==> src/rtl/axil_arbiter_wr_pkg.sv <==
// Shared types and helpers for the AXI-Lite write arbiter: FSM states, index widths, slave decode.
// Pure declarations; no latency and no flow control of its own.
package axil_ic_pkg;

  localparam int NUM_MST_DEF = 3;
  localparam int NUM_SLV_DEF = 4;
  localparam int ADDR_W_DEF  = 8;

  localparam int MST_IDX_W = $clog2(NUM_MST_DEF);
  localparam int SLV_IDX_W = $clog2(NUM_SLV_DEF);

  typedef enum logic {IDLE, BUSY} arb_state_t;

  typedef struct packed {
    logic                 vld;
    logic [SLV_IDX_W-1:0] idx;
  } slv_dec_t;

  // Target slave comes from the top address bits; indices past the last slave are unmapped.
  function automatic slv_dec_t slave_decode(input logic [ADDR_W_DEF-1:0] addr);
    slv_dec_t r;
    r.idx = addr[ADDR_W_DEF-1 -: SLV_IDX_W];
    r.vld = ({1'b0, r.idx} < (SLV_IDX_W+1)'(NUM_SLV_DEF));
    return r;
  endfunction

endpackage

==> src/rtl/axil_arbiter_wr_if.sv <==
// Request/observe/grant bundle between the write crossbar side and the write arbiter.
// Grants are registered in the arbiter; the bundle itself adds no latency and no backpressure.
interface axil_arbiter_wr_if #(
  parameter int NUMBER_MASTER  = axil_ic_pkg::NUM_MST_DEF,
  parameter int NUMBER_SLAVE   = axil_ic_pkg::NUM_SLV_DEF,
  parameter int AXI_ADDR_WIDTH = axil_ic_pkg::ADDR_W_DEF
) ();
  localparam int MW = $clog2(NUMBER_MASTER);
  localparam int SW = $clog2(NUMBER_SLAVE);

  logic [AXI_ADDR_WIDTH-1:0] m_axil_awaddr [NUMBER_MASTER];
  logic [NUMBER_MASTER-1:0]  m_axil_awvalid;
  logic [NUMBER_SLAVE-1:0]   s_axil_bvalid;
  logic [NUMBER_SLAVE-1:0]   s_axil_bready;

  logic [NUMBER_MASTER-1:0]  grant_wr           [NUMBER_SLAVE];
  logic [NUMBER_SLAVE-1:0]   grant_wr_trans     [NUMBER_MASTER];
  logic [MW-1:0]             grant_wr_cdr       [NUMBER_SLAVE];
  logic [SW-1:0]             grant_wr_cdr_trans [NUMBER_MASTER];

  modport slave (
    input  m_axil_awaddr, m_axil_awvalid, s_axil_bvalid, s_axil_bready,
    output grant_wr, grant_wr_trans, grant_wr_cdr, grant_wr_cdr_trans
  );

  modport master (
    output m_axil_awaddr, m_axil_awvalid, s_axil_bvalid, s_axil_bready,
    input  grant_wr, grant_wr_trans, grant_wr_cdr, grant_wr_cdr_trans
  );
endinterface

==> src/rtl/axil_rr_arbiter.sv <==
// Single-slave grant FSM: round-robin (or fixed priority with AXIL_ARB_WR_FIXED_PRIO_EN), 1-cycle grant latency.
// Grant holds until the slave's B handshake; new requests are ignored while BUSY.
module axil_rr_arbiter
  import axil_ic_pkg::*;
#(
  parameter int NM = NUM_MST_DEF,
  parameter int MW = $clog2(NM)
) (
  input  logic          clk_i,
  input  logic          rst_ni,
  input  logic [NM-1:0] req_i,
  input  logic          done_i,
  output logic [NM-1:0] grant_o,
  output logic [NM-1:0] grant_nxt_o,
  output logic [MW-1:0] grant_cdr_o
);

  arb_state_t    state_q, state_d;
  logic [NM-1:0] grant_q, grant_d;
  logic [MW-1:0] cdr_q, cdr_d;
  logic [MW-1:0] win;

`ifdef AXIL_ARB_WR_FIXED_PRIO_EN
  always_comb begin
    win = '0;
    for (int k = NM - 1; k >= 0; k--) begin
      if (req_i[k]) win = MW'(k);
    end
  end
`else
  logic [MW-1:0] last_q, last_d;

  // Search starts one past the previous winner and wraps.
  always_comb begin
    logic found;
    int   idx;
    win   = '0;
    found = 1'b0;
    for (int k = 1; k <= NM; k++) begin
      idx = (int'(last_q) + k) % NM;
      if (!found && req_i[idx]) begin
        found = 1'b1;
        win   = MW'(idx);
      end
    end
  end
`endif

  always_comb begin
    state_d = state_q;
    grant_d = grant_q;
    cdr_d   = cdr_q;
`ifndef AXIL_ARB_WR_FIXED_PRIO_EN
    last_d  = last_q;
`endif
    case (state_q)
      IDLE: begin
        if (|req_i) begin
          state_d = BUSY;
          grant_d = NM'(1) << win;
          cdr_d   = win;
`ifndef AXIL_ARB_WR_FIXED_PRIO_EN
          last_d  = win;
`endif
        end
      end
      BUSY: begin
        if (done_i) begin
          state_d = IDLE;
          grant_d = '0;
          cdr_d   = '0;
        end
      end
      default: state_d = IDLE;
    endcase
  end

  always_ff @(posedge clk_i or negedge rst_ni) begin
    if (!rst_ni) begin
      state_q <= IDLE;
      grant_q <= '0;
      cdr_q   <= '0;
`ifndef AXIL_ARB_WR_FIXED_PRIO_EN
      last_q  <= MW'(NM - 1);
`endif
    end else begin
      state_q <= state_d;
      grant_q <= grant_d;
      cdr_q   <= cdr_d;
`ifndef AXIL_ARB_WR_FIXED_PRIO_EN
      last_q  <= last_d;
`endif
    end
  end

  assign grant_o     = grant_q;
  assign grant_nxt_o = grant_d;
  assign grant_cdr_o = cdr_q;

endmodule

==> src/rtl/axil_arbiter_wr.sv <==
// AXI-Lite write arbiter: AW decode, one arbiter per slave (AXIL_ARB_WR_FIXED_PRIO_EN selects fixed priority), 1-cycle grant.
// A master holding any grant is masked from all arbiters; grants release one cycle after the B handshake.
module axil_arbiter_wr
  import axil_ic_pkg::*;
#(
  parameter int NUMBER_MASTER  = NUM_MST_DEF,
  parameter int NUMBER_SLAVE   = NUM_SLV_DEF,
  parameter int AXI_ADDR_WIDTH = ADDR_W_DEF
) (
  input  logic               aclk,
  input  logic               aresetn,
  axil_arbiter_wr_if.slave   bus
);

  localparam int MW = $clog2(NUMBER_MASTER);
  localparam int SW = $clog2(NUMBER_SLAVE);

  slv_dec_t                 dec       [NUMBER_MASTER];
  logic [NUMBER_MASTER-1:0] busy;
  logic [NUMBER_MASTER-1:0] req       [NUMBER_SLAVE];
  logic [NUMBER_MASTER-1:0] grant_nxt [NUMBER_SLAVE];
  logic [SW-1:0]            cdr_trans_d [NUMBER_MASTER];
  logic [SW-1:0]            cdr_trans_q [NUMBER_MASTER];

  always_comb begin
    for (int m = 0; m < NUMBER_MASTER; m++) begin
      dec[m]  = slave_decode(bus.m_axil_awaddr[m]);
      busy[m] = |bus.grant_wr_trans[m];
    end
    for (int s = 0; s < NUMBER_SLAVE; s++) begin
      for (int m = 0; m < NUMBER_MASTER; m++) begin
        req[s][m] = bus.m_axil_awvalid[m] & dec[m].vld &
                    (int'(dec[m].idx) == s) & ~busy[m];
      end
    end
  end

  for (genvar s = 0; s < NUMBER_SLAVE; s++) begin : g_arb
    axil_rr_arbiter #(
      .NM (NUMBER_MASTER),
      .MW (MW)
    ) u_arb (
      .clk_i       (aclk),
      .rst_ni      (aresetn),
      .req_i       (req[s]),
      .done_i      (bus.s_axil_bvalid[s] & bus.s_axil_bready[s]),
      .grant_o     (bus.grant_wr[s]),
      .grant_nxt_o (grant_nxt[s]),
      .grant_cdr_o (bus.grant_wr_cdr[s])
    );
  end

  always_comb begin
    for (int m = 0; m < NUMBER_MASTER; m++) begin
      for (int s = 0; s < NUMBER_SLAVE; s++) begin
        bus.grant_wr_trans[m][s] = bus.grant_wr[s][m];
      end
    end
  end

  // Per-master slave index is encoded from the arbiters' next state so it leaves a flop too.
  always_comb begin
    for (int m = 0; m < NUMBER_MASTER; m++) begin
      cdr_trans_d[m] = '0;
      for (int s = 0; s < NUMBER_SLAVE; s++) begin
        if (grant_nxt[s][m]) cdr_trans_d[m] = SW'(s);
      end
    end
  end

  always_ff @(posedge aclk or negedge aresetn) begin
    if (!aresetn) begin
      for (int m = 0; m < NUMBER_MASTER; m++) cdr_trans_q[m] <= '0;
    end else begin
      cdr_trans_q <= cdr_trans_d;
    end
  end

  always_comb begin
    for (int m = 0; m < NUMBER_MASTER; m++) bus.grant_wr_cdr_trans[m] = cdr_trans_q[m];
  end

endmodule

==> src/flat_wrapper.sv <==
// flat-port wrapper written by rule: the top's interface ports become plain ports
module axil_arbiter_wr_flat import axil_ic_pkg::*;
#(
  parameter int NUMBER_MASTER  = NUM_MST_DEF,
  parameter int NUMBER_SLAVE   = NUM_SLV_DEF,
  parameter int AXI_ADDR_WIDTH = ADDR_W_DEF
)
  (aclk, aresetn, bus_m_axil_awaddr, bus_m_axil_awvalid, bus_s_axil_bvalid, bus_s_axil_bready, bus_grant_wr, bus_grant_wr_trans, bus_grant_wr_cdr, bus_grant_wr_cdr_trans);
  axil_arbiter_wr_if #(.NUMBER_MASTER(NUMBER_MASTER), .NUMBER_SLAVE(NUMBER_SLAVE), .AXI_ADDR_WIDTH(AXI_ADDR_WIDTH)) bus_i ();
  input  logic aclk;
  input  logic aresetn;
  input wire logic [$bits(bus_i.m_axil_awaddr)-1:0] bus_m_axil_awaddr;
  input wire logic [$bits(bus_i.m_axil_awvalid)-1:0] bus_m_axil_awvalid;
  input wire logic [$bits(bus_i.s_axil_bvalid)-1:0] bus_s_axil_bvalid;
  input wire logic [$bits(bus_i.s_axil_bready)-1:0] bus_s_axil_bready;
  output wire logic [$bits(bus_i.grant_wr)-1:0] bus_grant_wr;
  output wire logic [$bits(bus_i.grant_wr_trans)-1:0] bus_grant_wr_trans;
  output wire logic [$bits(bus_i.grant_wr_cdr)-1:0] bus_grant_wr_cdr;
  output wire logic [$bits(bus_i.grant_wr_cdr_trans)-1:0] bus_grant_wr_cdr_trans;
  assign bus_i.m_axil_awaddr = {>>{bus_m_axil_awaddr}};
  assign bus_i.m_axil_awvalid = bus_m_axil_awvalid;
  assign bus_i.s_axil_bvalid = bus_s_axil_bvalid;
  assign bus_i.s_axil_bready = bus_s_axil_bready;
  assign bus_grant_wr = {>>{bus_i.grant_wr}};
  assign bus_grant_wr_trans = {>>{bus_i.grant_wr_trans}};
  assign bus_grant_wr_cdr = {>>{bus_i.grant_wr_cdr}};
  assign bus_grant_wr_cdr_trans = {>>{bus_i.grant_wr_cdr_trans}};
  axil_arbiter_wr #(.NUMBER_MASTER(NUMBER_MASTER), .NUMBER_SLAVE(NUMBER_SLAVE), .AXI_ADDR_WIDTH(AXI_ADDR_WIDTH)) u_core (.aclk(aclk), .aresetn(aresetn), .bus(bus_i));
endmodule
==> config.mk <==
export PLATFORM = sky130hd
export DESIGN_NAME = axil_arbiter_wr_flat
export DESIGN_NICKNAME = d
export VERILOG_FILES = /design/src/rtl/axil_arbiter_wr_pkg.sv /design/src/rtl/axil_arbiter_wr_if.sv /design/src/rtl/axil_rr_arbiter.sv /design/src/rtl/axil_arbiter_wr.sv /design/src/flat_wrapper.sv
export SDC_FILE = /design/constraint.sdc
export NUM_CORES = 1
export LEC_CHECK = 0
export ABC_AREA = 1
export CAP_MARGIN = 40
export CORE_MARGIN = 2
export CORE_UTILIZATION = 49
export DETAILED_ROUTE_END_ITERATION = 16
export PLACE_DENSITY = 0.81
export SYNTH_ARGS = -nofsm -noshare
export SYNTH_HDL_FRONTEND = slang
export SYNTH_SLANG_ARGS = --single-unit
==> constraint.sdc <==
create_clock -name aclk -period 2.3 [get_ports aclk]
set_clock_uncertainty 0.15 [all_clocks]
set_input_delay 0.345 -clock aclk [delete_from_list [all_inputs] [get_ports aclk]]
set_output_delay 0.345 -clock aclk [all_outputs]
set_load 0.01 [all_outputs]
==> out/results.tsv, run 1 <==
metric	value	unit
status	finished clean	
Area contributors post-synth	dfrtp_1 32%, nand2_1 13%, nand3_1 8.3%, inv_1 6.4%, nand2_2 4.2%	
Pwr Density	1370	nW/um2
clock power share	12.3	%
DRC errors left	0	
Final Slew Violations	0	
root buf cell	clkbuf_8	
cell row count	27	
Layout area overhead	25.9	%
hold slack final	3.42	ps
Routed Antenna Nets	0	
Clock Sinks	38	
CTS H-Tree Depth	2	
Post-CTS Setup Repair Bufs	0	
Core Region	5410	um2
sw frac	46.9	%
FMAX	465	MHz
Mapped Cells	367	
Synth Warn #	0	
Skew-Pair Late Insertion Delay	290	ps
die area	6120	um2
Final Worst Setup Slack	150	ps
Pint	2480	uW
Post-synth EDFFs	0	
clk slew on worst S/H paths	80	ps
CP max FO	7	
GRT overflow	0	
net total in the final layout	467	
Crit. End Element	flip-flop	
power share of the combinational group	61.7	%
Seq/Total Area, Yosys	35.4	%
Die Width	78.2	um
largest area contributor in the netlist	dfrtp_1	
footprint of the multi-input gates	1450	um2
Initial Util	49.9	%
Slew @ Worst Pin	848	ps
Post-Syn Area	2700	um2
worst reg2reg path depth	12	
I/O Buffers	56	
Final Hold Vio Count	0	
worst path arrival time	2190	ps
min cycle time layout	2150	ps
DR pass1 iterations	5	
Net Switching	2190	uW
Placed Area	3280	um2
async set-reset flop share out of synthesis	100	%
LEAKAGE	0.00167	uW
Final setup viols	0	
CTS Hold Bufs	0	
Peak supply drop	0.000598	V
Hold Path Class	input pin to asynchronous set/reset pin	
DRT Wirelength	5990	um
CP Class	flip-flop to flip-flop	
Ant. Diodes	0	
Die Ht	78.2	um
Num CTS Buffers	5	
layout cells sized above 1	18.7	%
PostCTS Resize Cnt	0	
post-synth cell types	25	
slew margin rel.	43.5	%
max-cap viol count	0	
vias in the first global route	2408	
Vias	2514	
Post-Place Cells	487	
most frequent cell after synthesis	nand2_1	
GP Congestion	0.845	
Finished Layout Cells	495	
Design Area, Final	3400	um2
starting DRC count in detailed routing	192	
IO Pins	75	
vias per inst	5.08	
CTS tree	built	
Total Routing Usage GR	21.0	%
area share of the largest cell type after synthesis	31.5	%
Avg WL per Cell	12.1	um
top post-synthesis cells by count	93 x nand2_1, 46 x inv_1, 45 x nand3_1	
Synthesized Nets	412	
Post-DP HPWL	4710	um
dominant synthesized flop cell	dfrtp_1	
Tot Pwr	4670	uW
period utilization	93.5	%
RSZ-0062 raised after global routing	no	
Fill cells	473	
pre-CTS WS	-17.7	ps
pin count of the biggest net entering global routing	39	
#FFs+latches synth	38	
Avg Cell Area, Syn	7.35	um2
crit path launch type	flip-flop	
worst path required time	2340	ps
Seq pwr share	26.0	%
Reg area	956	um2
initial antenna violation count	0	
wire length of the first global-routing pass	10400	um
Longest Clk Path Bufs	2	
[power by group through the flow]
stage	logic, uW	registers, uW	clock network (uW)
2_1_floorplan	1910	1280	0
3_3_place_gp	2770	1220	0
3_5_place_dp	2850	1230	0
4_1_cts	2870	1220	593
5_1_grt	3210	1260	619
6_report	2880	1220	576
[metrics by stage]
stage	TNS, ps	util, %
2_1_floorplan	0	-
3_3_place_gp	0	60.8
3_5_place_dp	-17.7	60.8
4_1_cts	0	62.9
5_1_grt	0	62.9
6_report	0	62.9
[sequential cells by signal, indices dropped and copies added, names as in the netlist]
| name | cells |
|---|---|
| u_core.bus.grant_wr_cdr_trans | 6 |
| u_core.g_arb.u_arb.grant_cdr_o | 8 |
| u_core.g_arb.u_arb.last_q | 8 |
| u_core.g_arb.u_arb.grant_o | 12 |
| u_core.g_arb.u_arb.state_q | 4 |
[cell usage in the layout, fill, tap and decap left out, types with 4 or more instances in the layout]
cell type,n
nand2_1,93
clkdlybuf4s50_1,55
inv_1,46
nand3_1,45
dfrtp_1,34
nand2_2,18
nor2_1,17
o21ai_1,13
o21ai_0,12
nor2_4,9
nand4_1,9
a21oi_1,8
ha_1,8
nor2_2,7
inv_2,7
nand3_2,7
nand2_4,5
o21ai_2,5
clkbuf_8,5
buf_4,4
dfstp_2,4
[metal layers]
| metal | up-vias | share of wire (%) | track usage, % |
|---|---|---|---|
| met5 | - | 0 | 0 |
| met4 | 0 | 1.8 | 7.54 |
| met3 | 12 | 3.6 | 3.22 |
| met2 | 67 | 49 | 35.7 |
| met1 | 1156 | 46 | 27.2 |
| li1 | 1279 | - | - |
[worst paths after layout]
kind / start / end / slack [ps]
hold reg to reg: u_core.g_arb[3].u_arb.grant_cdr_o[0] / u_core.g_arb[3].u_arb.grant_cdr_o[0] / 330
setup reg to reg: u_core.g_arb[3].u_arb.last_q[1] / u_core.bus.grant_wr_cdr_trans[3] / 150
min in group aclk: u_core.g_arb[3].u_arb.grant_cdr_o[0] / u_core.g_arb[3].u_arb.grant_cdr_o[0] / 330
max in group asynchronous: aresetn / u_core.g_arb[1].u_arb.grant_o[0] / 1470
hold / removal: aresetn / u_core.g_arb[0].u_arb.grant_o[0] / 3
setup / recovery: u_core.g_arb[3].u_arb.last_q[1] / u_core.bus.grant_wr_cdr_trans[3] / 150
[kinds of logic after synthesis]
kind of cell	count (synthesis)	share of synthesized area [%]
fa+ha+maj	8	3.71
buf+inv	67	11.0
simple gates	213	40.9
flops	38	35.4
compound gates	41	8.99
[layout make-up]
type | count | area share [%]
Clock buffer | 5 | 2.03
Timing Repair Buffer | 60 | 17.2
Inverter | 55 | 6.08
Multi-Input combinational cell | 262 | 42.6
Clock inverter | 3 | 1.33
Sequential cell | 38 | 28.1
Tap cell | 72 | 2.65
[worst max-delay path, cell delays in order, from the launching register on]
cell and delay (ps):
dfstp_2 540, ha_1 240, inv_1 150, a21oi_1 170, inv_1 60, nand2_2 100
clkinv_1 100, nand3_1 80, nand3_1 100, nand3_1 110, nand2_1 120, inv_2 90
nand2_1 50
Note: power is estimated with default switching activity, not from simulation.
==> run 2, diff against run 1 <==
--- a/config.mk
+++ b/config.mk
@@ -11,6 +11,7 @@
 export CORE_UTILIZATION = 49
 export DETAILED_ROUTE_END_ITERATION = 16
 export PLACE_DENSITY = 0.81
+export SKIP_CTS_REPAIR_TIMING = 1
 export SYNTH_ARGS = -nofsm -noshare
 export SYNTH_HDL_FRONTEND = slang
 export SYNTH_SLANG_ARGS = --single-unit
==> constraint.sdc (replaced) <==
create_clock -name aclk -period 2.2 [get_ports aclk]
set_clock_uncertainty 0.15 [all_clocks]
set_input_delay 0.33 -clock aclk [delete_from_list [all_inputs] [get_ports aclk]]
set_output_delay 0.33 -clock aclk [all_outputs]
set_load 0.01 [all_outputs]
==> run 2 against run 1 <==
First-iteration DRC count is 24% lower. Final cell count is 3.0% higher. Sequential cell count did not move. Combinational power increased by 7.3%. Highest routed layer unchanged. Largest cell class unchanged. Die area stayed put. Final area increased by 3.8%. Worst setup slack got worse by 18 ps. Routed wire length increased by 1.7%. Largest power group unchanged.
==> out/results.tsv, run 2 (synthesized netlist as in run 1, its figures left out) <==
metric	value	unit
starting DRC count in detailed routing	145	
Die Width	78.2	um
pre-CTS WS	-131	ps
Layout area overhead	30.6	%
wire length of the first global-routing pass	10600	um
CP Class	flip-flop to flip-flop	
Final setup viols	0	
Clock Sinks	38	
DR pass1 iterations	4	
layout cells sized above 1	23.3	%
initial antenna violation count	0	
Pwr Density	1410	nW/um2
Num CTS Buffers	5	
commonest non-fill, non-tap cell in the layout	nand2_1	
clk slew on worst S/H paths	70	ps
Die Ht	78.2	um
CP max FO	6	
GRT overflow	0	
net total in the final layout	482	
period utilization	94.0	%
Core Region	5410	um2
Placed Area	3390	um2
Total Routing Usage GR	21.5	%
worst path required time	2240	ps
Final Worst Setup Slack	132	ps
I/O Buffers	56	
Hold Path Class	flip-flop to flip-flop	
Post-DP HPWL	4830	um
Routed Antenna Nets	0	
worst path arrival time	2110	ps
DRT Wirelength	6090	um
Final Slew Violations	0	
LEAKAGE	0.00174	uW
root buf cell	clkbuf_8	
Ant. Diodes	0	
vias in the first global route	2473	
most frequent cells in the layout	92 x nand2_1, 55 x clkdlybuf4s50_1, 44 x nand3_1	
crit path launch type	flip-flop	
Skew-Pair Late Insertion Delay	300	ps
FMAX	484	MHz
cell row count	27	
GP Congestion	0.852	
DRC errors left	0	
Design Area, Final	3530	um2
Vias	2599	
IO Pins	75	
Final Hold Vio Count	0	
hold slack final	335	ps
slew margin rel.	69.8	%
min cycle time layout	2070	ps
Slew @ Worst Pin	453	ps
max FFs per register	12	
Longest Clk Path Bufs	2	
pin count of the biggest net entering global routing	39	
Avg WL per Cell	11.9	um
Crit. End Element	flip-flop	
max-cap viol count	0	
die area	6120	um2
Initial Util	49.9	%
vias per inst	5.10	
Peak supply drop	0.000663	V
CTS tree	built	
CTS H-Tree Depth	2	
status	finished clean	
Fin Setup TNS	0	ps
[run 2: cell types whose count changed in the layout (fill, tap and decap cells not counted), sizes merged]
cell,previous run,this run
dlygate4sd3,0,1
buf,5,19
[run 2: area by class of cell]
type,count,area [um2]
timing repair buffer,75,701
inverter,55,206
multi-input combinational,262,1460
sequential,38,956
tap,72,90.1
clock buffer,5,68.8
fill,448,1880
clock inverter,3,45.0
[run 2: path summary, 6_finish.rpt]
path	start	end	slack, ps	cells after the start
min reg2reg	u_core.g_arb[3].u_arb.grant_cdr_o[0]	u_core.g_arb[3].u_arb.grant_cdr_o[0]	330	2
max in group asynchronous	aresetn	u_core.g_arb[1].u_arb.last_q[1]	1100	3
max	u_core.g_arb[3].u_arb.last_q[1]	u_core.bus.grant_wr_cdr_trans[4]	130	12
max reg2reg	u_core.g_arb[3].u_arb.last_q[1]	u_core.bus.grant_wr_cdr_trans[4]	130	12
min	u_core.g_arb[3].u_arb.grant_cdr_o[0]	u_core.g_arb[3].u_arb.grant_cdr_o[0]	330	2
min in group asynchronous	aresetn	u_core.bus.grant_wr_cdr_trans[5]	440	3
[run 2: worst max-delay path: stages (launching register included)]
cell	delay (ps)
dfstp_2	540
inv_1	50
ha_1	230
inv_1	170
a21oi_1	90
a21oi_1	140
nand3_1	80
nor2_1	190
nor2_1	70
nand3_1	100
nand2_2	60
inv_2	60
nand2_1	40
[run 2: power by group]
part	switching, uW	total (uW)	internal, uW	leakage, uW
registers	236	1270	1030	0.000475
clock network	267	604	337	0.0000504
logic	1790	3090	1300	0.00122
[run 2: layer usage]
layer  global-route usage [%]  share of wire, %
met1                     27.5                44
met4                     6.14               1.6
met2                     37.2                50
met5                        0                 0
met3                     4.14               4.8
[run 2: through the flow]
stage / instances / utilization (%) / total power (uW)
finish: 510 / 65.2 / 4970
global route: 510 / 65.2 / 5410
CTS: 509 / 64.8 / 4950
detailed placement: 501 / 62.7 / 4330
global placement: 501 / 62.7 / 4250
floorplan: 367 / - / 3330
